<file path="src/rtl/hazard_ctrl.sv">
// Hazard and sequencing controller for the five-stage core: ALU operand forwarding,
// load-use interlock, multi-cycle execute sequencing, branch flush and finish halt.
module hazard_ctrl #(
  parameter int unsigned MULTI_LAT = 4,
  parameter int unsigned REG_SIZE  = 5
) (
  input  logic                clk,
  input  logic                reset,
  input  logic [REG_SIZE-1:0] rs1D,
  input  logic [REG_SIZE-1:0] rs2D,
  input  logic                useRs1D,
  input  logic                useRs2D,
  input  logic [REG_SIZE-1:0] rs1E,
  input  logic [REG_SIZE-1:0] rs2E,
  input  logic [REG_SIZE-1:0] writeRegE,
  input  logic                regWriteE,
  input  logic                mem2regE,
  input  logic                validE,
  input  logic                multiE,
  input  logic [REG_SIZE-1:0] writeRegM,
  input  logic                regWriteM,
  input  logic                validM,
  input  logic [REG_SIZE-1:0] writeRegW,
  input  logic                regWriteW,
  input  logic                branchM,
  input  logic                zeroM,
  input  logic                finishM,
  output logic                stallF,
  output logic                stallD,
  output logic                stallE,
  output logic                flushD,
  output logic                flushE,
  output logic [1:0]          forwardAE,
  output logic [1:0]          forwardBE,
  output logic                multiDoneE,
  output logic                halted
);

  localparam int unsigned CW = $clog2(MULTI_LAT);

  typedef enum logic [1:0] {
    RUN   = 2'd0,
    MULTI = 2'd1,
    HALT  = 2'd2
  } state_t;

  state_t        state, state_nxt;
  logic [CW-1:0] cnt, cnt_nxt;
  logic          taken_m, finish_m, lu, multi_e;

  function automatic logic [1:0] fwd_sel(
    input logic                valid_m,
    input logic                rw_m,
    input logic [REG_SIZE-1:0] wr_m,
    input logic                rw_w,
    input logic [REG_SIZE-1:0] wr_w,
    input logic [REG_SIZE-1:0] rs
  );
    if (valid_m && rw_m && (wr_m != '0) && (wr_m == rs)) return 2'b01;
    if (rw_w && (wr_w != '0) && (wr_w == rs))            return 2'b10;
    return 2'b00;
  endfunction

  assign taken_m  = validM & branchM & zeroM;
  assign finish_m = validM & finishM;
  assign multi_e  = validE & multiE;
  assign lu       = validE & mem2regE & regWriteE & (writeRegE != '0) &
                    ((useRs1D & (writeRegE == rs1D)) | (useRs2D & (writeRegE == rs2D)));

  // Controls are decoded combinationally from the current state so that branch
  // flush and finish act in the very cycle they are seen in M.
  always_comb begin
    state_nxt  = state;
    cnt_nxt    = cnt;
    stallF     = 1'b0;
    stallD     = 1'b0;
    stallE     = 1'b0;
    flushD     = 1'b0;
    flushE     = 1'b0;
    multiDoneE = 1'b0;
    halted     = 1'b0;
    forwardAE  = fwd_sel(validM, regWriteM, writeRegM, regWriteW, writeRegW, rs1E);
    forwardBE  = fwd_sel(validM, regWriteM, writeRegM, regWriteW, writeRegW, rs2E);
    unique case (state)
      RUN: begin
        if (finish_m) begin
          {stallF, stallD, stallE} = 3'b111;
          state_nxt = HALT;
        end else if (taken_m) begin
          {flushD, flushE} = 2'b11;
        end else if (multi_e) begin
          {stallF, stallD, stallE} = 3'b111;
          cnt_nxt   = CW'(MULTI_LAT - 2);
          state_nxt = MULTI;
        end else if (lu) begin
          {stallF, stallD, flushE} = 3'b111;
        end
      end
      MULTI: begin
        if (taken_m) begin
          {flushD, flushE} = 2'b11;
          state_nxt = RUN;
        end else if (finish_m) begin
          {stallF, stallD, stallE} = 3'b111;
          state_nxt = HALT;
        end else if (cnt != '0) begin
          {stallF, stallD, stallE} = 3'b111;
          cnt_nxt = cnt - CW'(1);
        end else begin
          multiDoneE = 1'b1;
          state_nxt  = RUN;
          if (lu) {stallF, stallD, flushE} = 3'b111;
        end
      end
      HALT: begin
        halted = 1'b1;
        {stallF, stallD, stallE} = 3'b111;
      end
      default: state_nxt = RUN;
    endcase
    if (reset) begin
      {stallF, stallD, stallE, flushD, flushE, multiDoneE, halted} = '0;
      forwardAE = '0;
      forwardBE = '0;
    end
  end

  always_ff @(posedge clk) begin
    if (reset) begin
      state <= RUN;
      cnt   <= '0;
    end else begin
      state <= state_nxt;
      cnt   <= cnt_nxt;
    end
  end

endmodule

</file>
<file path="config.mk">
export PLATFORM = sky130hd
export DESIGN_NAME = hazard_ctrl
export DESIGN_NICKNAME = d
export VERILOG_FILES = /design/src/rtl/hazard_ctrl.sv
export SDC_FILE = /design/constraint.sdc
export NUM_CORES = 1
export LEC_CHECK = 0
export CAP_MARGIN = 30
export CORE_UTILIZATION = 33
export CTS_CLUSTER_SIZE = 12
export DETAILED_ROUTE_END_ITERATION = 6
export PLACE_DENSITY = 0.9
export RECOVER_POWER = 25
export SYNTH_ARGS = -nofsm -noshare
export SYNTH_HDL_FRONTEND = slang
export SYNTH_SLANG_ARGS = --single-unit
</file>
<file path="constraint.sdc">
create_clock -name clk -period 1.7 [get_ports clk]
set_input_delay 0.255 -clock clk [delete_from_list [all_inputs] [get_ports clk]]
set_output_delay 0.255 -clock clk [all_outputs]
set_load 0.02 [all_outputs]
</file>
==> impl_metrics.tcl <==
set metrics [dict create \
    status "finished, violations left" \
    violations "negative setup slack" \
    dp.cells 220 \
    die_h_um 50.6 \
    htree_levels 1 \
    initial_utilization_pct 35.2 \
    final_common_cell "buf_4" \
    crit_arrival_ns 1.62 \
    hold_path_end "cnt[1]" \
    peakVddDrop_mv 0.422 \
    nFillCells 120 \
    drc 0 \
    switching_share_pct 39.2 \
    worst_pin_slew_ns 0.391 \
    io_pins 60 \
    grt_pass1_vias 1397 \
    ys_warn_count 0 \
    drv_slew 0 \
    hold_violations 0 \
    cts_buffer_depth 2 \
    postRouteAntennaNets 0 \
    slowest_delay_ns 0.54 \
    async_reset_ff_share_pct 0 \
    cts_sinks 4 \
    place_ws_ns -0.872 \
    grt_overflow_total 0 \
    final_area_um2 1920 \
    rsz0062_at_grt "yes" \
    critPathSlowestCell "or4_4" \
    clkPwrFrac_pct 16.0 \
    io_buffers 59 \
    hold_buffers 0 \
    p_switching_uw 290 \
    crit_path_cell_trace "buf_6 > or4_4 > o211ai_4 > nor4_4 > buf_4 > nor4_4 > buf_4" \
    ys_ff_latch 4 \
    vias 1305 \
    clkTransAtPathRegs_ns 0.04 \
    netlist_area_um2 779 \
    hold_path.class "flop to flop" \
    cts_tree "yes" \
    syn_nets 155 \
    globalplace.congestion 0.886 \
    post_dp_cell_area_um2 1660 \
    area_growth_pct 146 \
    cp-end-kind "primary output" \
    clock_skew_ns 0.00449 \
    hp-start "cnt[1]" \
    synth-edff-count 0 \
    p_int_uw 451 \
    yosysUniqueCellTypes 38 \
    antenna_found_initial 0 \
    fin_ws_ns -0.174 \
    die_x_um 50.6 \
    holdWs_ns 0.540 \
    slew_headroom_pct 73.2 \
    fin_cells 230 \
    wl_mm 4.47 \
    leakage_nw 0.850 \
    ys_seq_area_share_pct 10.3 \
    required_ns 1.44 \
    startpoint_type "input port" \
    worst-setup-path-type "input port to primary output" \
    pwr-share-comb_pct 69.7 \
    root_buffer "clkbuf_4" \
    clkLatencyLatePin_ns 0.23 \
    die_area_um2 2560 \
    period_share_pct 110 \
    dr.first_iter.drc_count 18 \
    cellPowerDensity_nw_per_um2 387 \
    r2r_setup_slack_ns 0.13 \
    finalPower_uw 742 \
    cap_viol_max_count 0 \
    hpwlAfterDp_mm 2.74 \
    tns_ns -0.258 \
    syn_inst 105 \
    worstPathMaxFanout 2 \
    grt_pass1_wl_mm 5.95 \
    vias_per_cell 5.67 \
    nets 254 \
    final_cell_mix "35 x buf_4, 17 x buf_6, 16 x dlygate4sd2_1" \
    r2r_end "state[0]" \
    hold_depth 1 \
    ff2ff_path_depth 6 \
    final_core_util_pct 86.6 \
    fmax_mhz 534 \
    rows 17 \
    grt_max_degree 9 \
    r2r_start "state[0]" \
    firstDrtPassIters 5 \
    setup_viol 5 \
    grt_use_total_pct 31.8 \
    synth_ff_type "dfxtp_1" \
    seq_power_share_pct 14.3 \
    antennaDiodeCount 0 \
    synth.avg_cell_area_um2 7.42 \
    core_um2 2210 \
    routedWlPerCell_um 19.4 \
    drive_gt1_share_pct 52.5 \
    min_period_ns 1.87 \
    numCtsBuffers 3 \
]
-- synthesized netlist by cell type, types with 2 or more instances --
| cell type | instances | share of area (%) |
|---|---|---|
| a31oi_1 | 2 | 1.6 |
| dfxtp_1 | 4 | 10 |
| o21ai_1 | 2 | 1.3 |
| a21oi_1 | 6 | 3.9 |
| xnor2_1 | 12 | 13 |
| nand4_1 | 2 | 1.6 |
| nand2_1 | 3 | 1.4 |
| nor4_1 | 3 | 2.4 |
| o21a_1 | 2 | 1.9 |
| nor3b_1 | 2 | 1.9 |
| and3_1 | 3 | 2.4 |
| nor3_1 | 6 | 3.9 |
| buf_4 | 2 | 1.9 |
| a2111oi_0 | 2 | 2.2 |
| inv_1 | 2 | 0.96 |
| a21o_1 | 2 | 1.9 |
| nor2_1 | 7 | 3.4 |
| xor2_1 | 18 | 20 |
| nor2b_1 | 2 | 1.6 |
| nand3_1 | 5 | 3.2 |
-- timing repair --
item	CTS	global route
gates resized for setup	151	61
endpoints found under the hold margin	0	0
setup buffers	5	5
pin swaps	24	22
setup endpoints to repair	12	10
-- routing by layer --
metal | up-vias | GRT usage, % | part of all wire, %
met5 | - | 0 | 0
met4 | 0 | 24.1 | 5.5
li1 | 572 | - | -
met1 | 603 | 24.5 | 31
met3 | 24 | 9.09 | 9.5
met2 | 106 | 64.2 | 54
-- sequential cells by signal (all words and copies together), names as in the netlist --
signal and flops:
state 2, cnt 2
-- kinds of logic after synthesis --
group / count (synthesis) / share of synthesized area (%)
simple gates: 38 / 27.1
xor+xnor: 30 / 33.7
compound gates: 24 / 21.3
buf+inv: 7 / 4.49
flops: 4 / 10.3
mux: 1 / 1.44
fa+ha+maj: 1 / 1.60
-- worst max-delay path: cells and delay by family --
family                 cells  cell delay, ns
AND/OR/NAND/NOR            3            0.71
buffers and inverters      3            0.40
AO/OA/AOI/OAI              1            0.24
-- cell type report --
cell class | count | area [µm²] | share of cell area (%)
well taps | 28 | 35.0 | 1.83
multi-input cells | 94 | 937 | 48.9
clock buffers | 3 | 22.5 | 1.18
inverters | 3 | 11.3 | 0.588
repair buffers | 98 | 830 | 43.3
flip-flops and latches | 4 | 80.1 | 4.18
-- power groups by stage --
stage	registers [mW]	logic, mW	clock network [mW]
after global placement	0.106	0.412	0
after global routing	0.106	0.540	0.123
after detailed placement	0.107	0.428	0
after floorplan	0.108	0.167	0
after CTS	0.105	0.445	0.110
final	0.106	0.517	0.119
-- how the worst max path moves through the flow --
stage	from	end	slack, ns	cells after the start
floorplan	validM	flushE	-0.03	4
global placement	writeRegM[3]	forwardBE[1]	-0.85	6
detailed placement	writeRegM[3]	forwardBE[1]	-0.87	6
CTS	writeRegM[1]	forwardBE[1]	-0.14	7
global route	writeRegM[1]	forwardBE[1]	-0.23	7
finish	writeRegM[1]	forwardBE[1]	-0.17	7
No activity file was read; power rests on OpenSTA's default activity.
